===== src/rtl/cpld_ram_wrseq_ctrl_if.sv =====
// Expansion-bus view of the 512K SRAM write sequencer: Z80 bus pins and
// mapper hint in, bank register and write-cycle gating out.
interface cpld_ram_wrseq_ctrl_if;
    logic       iorq_b;
    logic       mreq_b;
    logic       rfsh_b;
    logic       wr_b;
    logic       rd_b;
    logic       adr15;
    logic       ready;
    logic [7:0] data;
    logic       exp_sel;
    logic [5:0] ramblock;
    logic       blk_upd;
    logic       mwr_cyc;
    logic       rd_od_en;
    logic       ramoe_gate;
    logic       wr_tmo;

    modport master (
        output iorq_b, mreq_b, rfsh_b, wr_b, rd_b, adr15, ready, data, exp_sel,
        input  ramblock, blk_upd, mwr_cyc, rd_od_en, ramoe_gate, wr_tmo
    );

    modport slave (
        input  iorq_b, mreq_b, rfsh_b, wr_b, rd_b, adr15, ready, data, exp_sel,
        output ramblock, blk_upd, mwr_cyc, rd_od_en, ramoe_gate, wr_tmo
    );
endinterface


===== src/rtl/cpld_ram_wrseq_ctrl.sv =====
// CPC 512K expansion SRAM write sequencer and bank-select register.
// Bank writes (OUT 0x7Fxx, 0b11cccbbb) are held pending and only applied
// between memory cycles so the mapper never changes mid-access.
//
//  state | meaning
//  IDLE  | no memory write in progress
//  T1    | write started, waiting for READY (timeout running)
//  T2    | READY seen, holding the write for WE_HOLD_CYC extra clocks
//  END   | write finished; a new write may start immediately
//  ABT   | write abandoned by timeout; raises wr_tmo
module cpld_ram_wrseq_ctrl #(
    parameter int unsigned WE_HOLD_CYC = 1,
    parameter int unsigned TMO_CYC     = 15,
    parameter logic [5:0]  RESET_BLOCK = 6'h00
) (
    input  logic                      clk,
    input  logic                      reset_b,
    cpld_ram_wrseq_ctrl_if.slave      bus
);
    typedef enum logic [2:0] {
        S_IDLE = 3'd0,
        S_T1   = 3'd1,
        S_T2   = 3'd2,
        S_END  = 3'd3,
        S_ABT  = 3'd4
    } state_t;

    // Timeout runs as a down-counter so the terminal compare is against zero.
    localparam logic [3:0] TMO_LOAD  = 4'(TMO_CYC - 1);
    localparam logic [3:0] HOLD_LOAD = 4'(WE_HOLD_CYC);

    state_t     state_q, state_d;
    logic       mreq_b_q, iorq_b_q, ready_q;
    logic [3:0] tmo_cnt, hold_cnt;
    logic       tmo_ld, tmo_dec, hold_ld, hold_dec, tmo_set;
    logic [5:0] ramblock_q, pend_val;
    logic       pend_q, blk_upd_q, wr_tmo_q;
    logic       wstart, cfg_hit, apply, idle_like;

    assign wstart    = !bus.mreq_b && mreq_b_q && bus.rfsh_b && bus.rd_b;
    assign cfg_hit   = !bus.iorq_b && iorq_b_q && !bus.wr_b && !bus.adr15
                       && (bus.data[7:6] == 2'b11);
    assign idle_like = (state_q == S_IDLE) || (state_q == S_END);
    assign apply     = pend_q && idle_like && bus.mreq_b;

    // Edge-detect history for MREQ*/IORQ* and one-cycle READY synchroniser.
    always_ff @(posedge clk or negedge reset_b) begin
        if (!reset_b) begin
            mreq_b_q <= 1'b1;
            iorq_b_q <= 1'b1;
            ready_q  <= 1'b0;
        end else begin
            mreq_b_q <= bus.mreq_b;
            iorq_b_q <= bus.iorq_b;
            ready_q  <= bus.ready;
        end
    end

    // FSM state register.
    always_ff @(posedge clk or negedge reset_b) begin
        if (!reset_b) state_q <= S_IDLE;
        else          state_q <= state_d;
    end

    // Next-state and counter control.
    always_comb begin
        state_d  = state_q;
        tmo_ld   = 1'b0;
        tmo_dec  = 1'b0;
        hold_ld  = 1'b0;
        hold_dec = 1'b0;
        tmo_set  = 1'b0;
        unique case (state_q)
            S_IDLE, S_END: begin
                if (wstart) begin
                    state_d = S_T1;
                    tmo_ld  = 1'b1;
                end else begin
                    state_d = S_IDLE;
                end
            end
            S_T1: begin
                if (ready_q) begin
                    state_d = S_T2;
                    hold_ld = 1'b1;
                end else if (tmo_cnt == 4'd0) begin
                    state_d = S_ABT;
                end else begin
                    tmo_dec = 1'b1;
                end
            end
            S_T2: begin
                if (hold_cnt == 4'd0) state_d = S_END;
                else                  hold_dec = 1'b1;
            end
            S_ABT: begin
                tmo_set = 1'b1;
                state_d = S_END;
            end
            default: state_d = S_IDLE;
        endcase
    end

    // Timeout and hold counters; both stop at zero instead of wrapping.
    always_ff @(posedge clk or negedge reset_b) begin
        if (!reset_b) begin
            tmo_cnt  <= 4'd0;
            hold_cnt <= 4'd0;
        end else begin
            if (tmo_ld)                           tmo_cnt <= TMO_LOAD;
            else if (tmo_dec && tmo_cnt != 4'd0)  tmo_cnt <= tmo_cnt - 4'd1;
            if (hold_ld)                          hold_cnt <= HOLD_LOAD;
            else if (hold_dec && hold_cnt != 4'd0) hold_cnt <= hold_cnt - 4'd1;
        end
    end

    // Bank register capture/apply; a hit on the apply edge stays pending.
    always_ff @(posedge clk or negedge reset_b) begin
        if (!reset_b) begin
            ramblock_q <= RESET_BLOCK;
            pend_val   <= 6'h00;
            pend_q     <= 1'b0;
            blk_upd_q  <= 1'b0;
            wr_tmo_q   <= 1'b0;
        end else begin
            if (cfg_hit) begin
                pend_val <= bus.data[5:0];
                pend_q   <= 1'b1;
            end else if (apply) begin
                pend_q   <= 1'b0;
            end
            if (apply) ramblock_q <= pend_val;
            blk_upd_q <= apply;
            if (apply)        wr_tmo_q <= 1'b0;
            else if (tmo_set) wr_tmo_q <= 1'b1;
        end
    end

    assign bus.mwr_cyc    = (state_q == S_T1) || (state_q == S_T2);
    assign bus.rd_od_en   = bus.mwr_cyc && bus.exp_sel;
    assign bus.ramoe_gate = bus.mwr_cyc;
    assign bus.ramblock   = ramblock_q;
    assign bus.blk_upd    = blk_upd_q;
    assign bus.wr_tmo     = wr_tmo_q;
endmodule


===== src/flat_wrapper.sv =====
// flat-port wrapper written by rule: the top's interface ports become plain ports
module cpld_ram_wrseq_ctrl_flat 
#(
    parameter int unsigned WE_HOLD_CYC = 1,
    parameter int unsigned TMO_CYC     = 15,
    parameter logic [5:0]  RESET_BLOCK = 6'h00
)
  (clk, reset_b, bus_iorq_b, bus_mreq_b, bus_rfsh_b, bus_wr_b, bus_rd_b, bus_adr15, bus_ready, bus_data, bus_exp_sel, bus_ramblock, bus_blk_upd, bus_mwr_cyc, bus_rd_od_en, bus_ramoe_gate, bus_wr_tmo);
  cpld_ram_wrseq_ctrl_if bus_i ();
  input  logic clk;
  input  logic reset_b;
  input wire logic [$bits(bus_i.iorq_b)-1:0] bus_iorq_b;
  input wire logic [$bits(bus_i.mreq_b)-1:0] bus_mreq_b;
  input wire logic [$bits(bus_i.rfsh_b)-1:0] bus_rfsh_b;
  input wire logic [$bits(bus_i.wr_b)-1:0] bus_wr_b;
  input wire logic [$bits(bus_i.rd_b)-1:0] bus_rd_b;
  input wire logic [$bits(bus_i.adr15)-1:0] bus_adr15;
  input wire logic [$bits(bus_i.ready)-1:0] bus_ready;
  input wire logic [$bits(bus_i.data)-1:0] bus_data;
  input wire logic [$bits(bus_i.exp_sel)-1:0] bus_exp_sel;
  output wire logic [$bits(bus_i.ramblock)-1:0] bus_ramblock;
  output wire logic [$bits(bus_i.blk_upd)-1:0] bus_blk_upd;
  output wire logic [$bits(bus_i.mwr_cyc)-1:0] bus_mwr_cyc;
  output wire logic [$bits(bus_i.rd_od_en)-1:0] bus_rd_od_en;
  output wire logic [$bits(bus_i.ramoe_gate)-1:0] bus_ramoe_gate;
  output wire logic [$bits(bus_i.wr_tmo)-1:0] bus_wr_tmo;
  assign bus_i.iorq_b = bus_iorq_b;
  assign bus_i.mreq_b = bus_mreq_b;
  assign bus_i.rfsh_b = bus_rfsh_b;
  assign bus_i.wr_b = bus_wr_b;
  assign bus_i.rd_b = bus_rd_b;
  assign bus_i.adr15 = bus_adr15;
  assign bus_i.ready = bus_ready;
  assign bus_i.data = bus_data;
  assign bus_i.exp_sel = bus_exp_sel;
  assign bus_ramblock = bus_i.ramblock;
  assign bus_blk_upd = bus_i.blk_upd;
  assign bus_mwr_cyc = bus_i.mwr_cyc;
  assign bus_rd_od_en = bus_i.rd_od_en;
  assign bus_ramoe_gate = bus_i.ramoe_gate;
  assign bus_wr_tmo = bus_i.wr_tmo;
  cpld_ram_wrseq_ctrl #(.WE_HOLD_CYC(WE_HOLD_CYC), .TMO_CYC(TMO_CYC), .RESET_BLOCK(RESET_BLOCK)) u_core (.clk(clk), .reset_b(reset_b), .bus(bus_i));
endmodule

===== config.mk =====
export PLATFORM = sky130hd
export DESIGN_NAME = cpld_ram_wrseq_ctrl_flat
export DESIGN_NICKNAME = d
export VERILOG_FILES = /design/src/rtl/cpld_ram_wrseq_ctrl_if.sv /design/src/rtl/cpld_ram_wrseq_ctrl.sv /design/src/flat_wrapper.sv
export SDC_FILE = /design/constraint.sdc
export NUM_CORES = 1
export LEC_CHECK = 0
export ABC_AREA = 1
export CORE_AREA = 2 2 68 76
export CTS_CLUSTER_SIZE = 14
export DETAILED_ROUTE_END_ITERATION = 10
export DIE_AREA = 0 0 70 78
export GPL_TIMING_DRIVEN = 0
export PLACE_DENSITY = 0.5
export SLEW_MARGIN = 20
export SYNTH_ARGS = -nofsm -noshare
export SYNTH_HDL_FRONTEND = slang
export SYNTH_SLANG_ARGS = --single-unit
export TNS_END_PERCENT = 20

===== constraint.sdc =====
create_clock -name clk -period 1.19 [get_ports clk]
set_clock_uncertainty 0.1 [all_clocks]
set_input_delay 0.238 -clock clk [delete_from_list [all_inputs] [get_ports clk]]
set_output_delay 0.238 -clock clk [all_outputs]
set_load 0.05 [all_outputs]

Yosys cells after proc, flatten, opt, wreduce, memory -nomap -nowiden
Cells that the tools add are included.
{"block": "classes", "add_sub_neg": 2, "multipliers": 0, "div": 0, "order_cmp": 0, "n_eq_ne": 7, "n_shift": 0, "n_mux": 23, "n_bitwise": 0, "n_reduce_logical": 29}
{"cell": "two-way mux 4 bit", "n": 4}
{"cell": "two-way mux 1 bit", "n": 15}
{"cell": "logical AND 1 bit", "n": 12}
{"cell": "case mux 3 bit (4 select lines)", "n": 1}
{"cell": "two-way mux 3 bit", "n": 3}
{"cell": "logical NOT 4 bit", "n": 2}
{"cell": "nonzero test 2 bit", "n": 4}
{"cell": "nonzero test 4 bit", "n": 2}
{"cell": "subtractor 4 x 1 -> 4 bit, second input constant", "n": 2}
{"cell": "== test 3 x 2 -> 1 bit, second input constant", "n": 2}
{"cell": "logical NOT 1 bit", "n": 4}
{"cell": "== test 3 x 1 -> 1 bit, second input constant", "n": 1}
{"cell": "== test 3 bit, second input constant", "n": 1}
{"cell": "logical NOT 3 bit", "n": 1}
{"cell": "!= test 3 x 1 -> 1 bit, second input constant", "n": 1}
{"cell": "== test 2 bit, second input constant", "n": 1}
{"cell": "logical OR 1 bit", "n": 2}
{"cell": "!= test 2 x 1 -> 1 bit, second input constant", "n": 1}
{"cell": "AND reduction 2 bit", "n": 1}
{"cell": "OR reduction 2 bit", "n": 1}
{"block": "word_totals", "ff_bits": 29, "latch_bits": 0, "ram_bits": 0, "romBits": 0, "in_bits": 18, "out_inout_bits": 11, "word_cells": 72, "n_memories": 0}

Logic depth before layout (Yosys ltp)
{"block": "logic_depth", "word_depth": 7, "depth_mapped": 8, "depth_no_buf": 8}

Worst setup path after synthesis
Ideal clock, no wire load.
{"block": "synth_path", "path_type": "flip-flop to output port", "startpoint": "reg u_core.state_q[2]", "endpoint": "out bus_rd_od_en", "arrival_time_ps": 1772, "required_ps": 852, "path_slack_ps": -920, "stages_incl_launch_ff": 4, "path_buffers": 0, "cell_sequence": "dfrtp_1 -> inv_1 -> nand3_2 -> a21boi_0"}
{"block": "synth_between", "elab_chain_cells": 3, "elab_cells_between_ends": 4, "cone_classes": "2 x eq/ne; 2 x reduce/logical"}
{"element": "start: declaration", "line_no": "cpld_ram_wrseq_ctrl.sv:32", "rtl": "state_t state_q, state_d;"}
{"element": "start signal: assignment", "line_no": "cpld_ram_wrseq_ctrl.sv:62", "rtl": "else state_q <= state_d;"}
{"element": "== test 3 x 1 -> 1 bit / == test 3 x 2 -> 1 bit (equally long branches)", "line_no": "cpld_ram_wrseq_ctrl.sv:139", "rtl": "assign bus.mwr_cyc = (state_q == S_T1) || (state_q == S_T2);"}
{"element": "logical OR 1 bit *", "line_no": "cpld_ram_wrseq_ctrl.sv:139"}
{"element": "logical AND 1 bit *", "line_no": "cpld_ram_wrseq_ctrl.sv:140", "rtl": "assign bus.rd_od_en = bus.mwr_cyc && bus.exp_sel;"}
{"element": "end: declaration", "line_no": "flat_wrapper.sv:24", "rtl": "output wire logic [$bits(bus_i.rd_od_en)-1:0] bus_rd_od_en;"}
Mark *: on every way between the ends. The rest lies on a longest branch, timed or not.

Worst setup path after layout
{"block": "layout_path", "startpoint": "reg u_core.state_q[0]", "endpoint": "out bus_rd_od_en"}
The elaborated chain is that of the path after synthesis.

==> results_dict.tcl <==
set metrics [dict create \
    final.setup.tns_ns -4.31 \
    tritoncts "built" \
    hp-start "bus_wr_b" \
    pin_count 29 \
    cp.required_ns 0.85 \
    synth_cell_type_count 21 \
    rsz0062_at_grt "yes" \
    path_class "flip-flop to output port" \
    utilization_pct 44.9 \
    clkSinkCount 29 \
    area_growth_syn_to_layout_pct 52.9 \
    clock-root-buffer "clkbuf_8" \
    slew_viol_final 0 \
    yosys_warnings 0 \
    yosysSeqAreaShare_pct 53.7 \
    syn_nets 191 \
    power.total_uw 5140 \
    crit_path_start "u_core.state_q[0]$_DFFE_PN0P_" \
    post_drt_via_cell_ratio 4.26 \
    grt_usage_pct 12.0 \
    avgRoutedWirePerCell_um 10.1 \
    p_per_area_nw_per_um2 2480 \
    firstDrtPassIters 4 \
    drc_errors 0 \
    rrSetupSlack_ns -0.25 \
    grt_max_degree 30 \
    initial_utilization_pct 29.3 \
    overflow 0 \
    cp.arrival_ns 1.24 \
    core_um2 4620 \
    ys_async_sr_fraction_pct 100 \
    postSynthCellCount 171 \
    tightest_slew_ns 0.406 \
    ant_nets 0 \
    timing.final.crit_share_pct 132 \
    rr_startpoint "u_core.state_q[2]$_DFFE_PN0P_" \
    clk_latency_ns 0.28 \
    fp.dieArea_um2 5460 \
    ys_ff_latch 29 \
    htree_levels 2 \
    critPathCaptureType "output port" \
    crit_fanout 3 \
    multi_input_area_um2 614 \
    timing.slew.headroom_pct 72.9 \
    violations "setup timing" \
    wl_um 2790 \
    preCtsSetupSlack_ns -0.799 \
    grt_pass1_vias 1148 \
    worst_slack_ns -0.384 \
    die_width_um 70 \
    antenna_found_initial 0 \
    place_hpwl_um 1950 \
    die_h_um 78 \
    peakVddDrop_v 0.000886 \
    p_leak_uw 0.00111 \
    cts_inserted_buffers 5 \
    fin_crit_ns 1.57 \
    synth_edf_count 0 \
    clk_pin_slew_ns 0.06 \
    rows 26 \
    regArea_um2 731 \
    drt_iter0_markers 44 \
    nNetsFinal 238 \
    finalSetupViolations 23 \
    hold_path_class "input pin to flip-flop" \
    cap_viol_max_count 0 \
    synth_top_flop_cell "dfrtp_1" \
    drive_gt1_share_pct 31.1 \
    port_buffers 28 \
    synth_area_per_cell_um2 7.92 \
    outcome "complete, but fails checks" \
    finalHoldViolCount 0 \
    nFillCells 461 \
    cts_buffer_depth 2 \
    grt_pass1_wl_um 5040 \
    route.vias.total 1171 \
    fmax_mhz 635 \
    gp_congestion 0.746 \
    netlist_area_um2 1360 \
    startpoint_type "flip-flop" \
    diodes 0 \
]
[registers in the layout, summed over array words and instances, names as in the netlist]
name                 cells
u_core.tmo_cnt           4
u_core.iorq_b_q          1
u_core.bus.blk_upd       1
u_core.bus.ramblock      6
u_core.hold_cnt          4
u_core.pend_val          6
u_core.ready_q           1
u_core.pend_q            1
u_core.bus.wr_tmo        1
u_core.state_q           3
u_core.mreq_b_q          1
[metal layers]
metal,track usage [%],routed length [µm],vias to the layer above
met3,5.06,150,6
met5,0,0,-
met4,6.35,59,0
met1,13.5,1260,525
met2,19.1,1320,25
li1,-,-,615
[cell usage in the layout, fill, tap and decap left out]
cell,netlist,final
dfrtp_2,0,2
o21ai_0,7,2
clkdlybuf4s50_1,0,12
nand2_2,2,6
clkbuf_4,0,1
buf_6,0,13
dfstp_2,2,2
o21ai_1,0,4
nor2_4,1,4
a21boi_4,0,1
nor2_1,10,6
nand3_4,0,2
nand2_1,67,61
o22ai_1,1,1
nor2_2,2,3
clkdlybuf4s15_2,0,1
inv_1,27,21
buf_4,1,8
dlygate4sd3_1,0,1
bufinv_16,0,1
ha_2,0,2
dfrtp_1,27,25
dlymetal6s2s_1,0,4
clkbuf_8,0,6
nand4_1,2,2
clkbuf_1,0,1
inv_2,1,7
nor3_2,0,1
xor2_1,1,1
buf_8,0,2
nand3_1,13,10
nand2_4,0,2
o21ai_2,1,2
nand3_2,1,2
[through the flow]
| stage | area [µm²] | hold WS (ns) | cells |
|---|---|---|---|
| after global placement | 1750 | 0.357 | 255 |
| after floorplan | 1400 | -0.158 | 171 |
| after global routing | 2070 | 0.272 | 275 |
| after CTS | 2010 | 0.276 | 272 |
| after detailed placement | 1740 | 0.210 | 255 |
| final | 2070 | 0.235 | 275 |
[cell usage after synthesis (2+ instances only)]
cell	instances	area share [%]
nand2_1	67	19
dfrtp_1	27	50
inv_1	27	7.5
nand3_1	13	4.8
nor2_1	10	2.8
o21ai_0	7	2.6
dfstp_2	2	3.9
ha_1	2	1.8
nand2_2	2	0.92
nand4_1	2	0.92
nor2_2	2	0.92
[critical path, stage by stage (launching register included)]
cell      delay, ns
dfrtp_2        0.44
inv_2          0.09
nand3_4        0.10
a21boi_4       0.16
buf_6          0.17
[layout make-up]
| cell class | count | share of cell area (%) |
|---|---|---|
| repair buffers | 40 | 19.9 |
| inverters | 28 | 5.07 |
| well taps | 56 | 3.38 |
| clock inverters | 1 | 1.45 |
| multi-input cells | 112 | 29.6 |
| flip-flops and latches | 29 | 35.3 |
| plain buffers | 2 | 1.09 |
| clock buffers | 7 | 4.17 |
[cells by family (layout without fill, tap and decap cells)]
| family | count (synthesis) | in the layout | synth area share (%) |
|---|---|---|---|
| simple gates | 99 | 99 | 30.8 |
| buf+inv | 30 | 78 | 8.68 |
| flops | 29 | 29 | 53.7 |
| compound gates | 10 | 10 | 4.25 |
| fa+ha+maj | 2 | 2 | 1.85 |
| xor+xnor | 1 | 1 | 0.646 |
[power breakdown]
| group | switching (µW) | leakage, µW | internal (µW) |
|---|---|---|---|
| clock | 373 | 0.0000585 | 682 |
| sequential | 240 | 0.000366 | 1290 |
| combinational | 1480 | 0.000688 | 1070 |
[repair_timing]
action / 4_1_cts / 5_1_grt
pin swaps: 5 / 4
hold buffers: 1 / 0
resized for setup: 88 / 28
endpoints found under the hold margin: 27 / 0
setup endpoints to repair: 36 / 39
setup buffers: 8 / 3
[path summary, 6_finish.rpt]
kind / end / depth (start not counted)
min in group asynchronous: u_core.pend_q$_DFFE_PN0P_ / 2
max in group asynchronous: u_core.iorq_b_q$_DFF_PN1_ / 2
max reg2reg: u_core.hold_cnt[2]$_DFFE_PN0P_ / 7
max: bus_rd_od_en / 4
min: u_core.pend_val[4]$_DFFE_PN0P_ / 5
min reg2reg: u_core.bus.ramblock[5]$_DFFE_PN0P_ / 2
(Power assumes the default switching activity.)
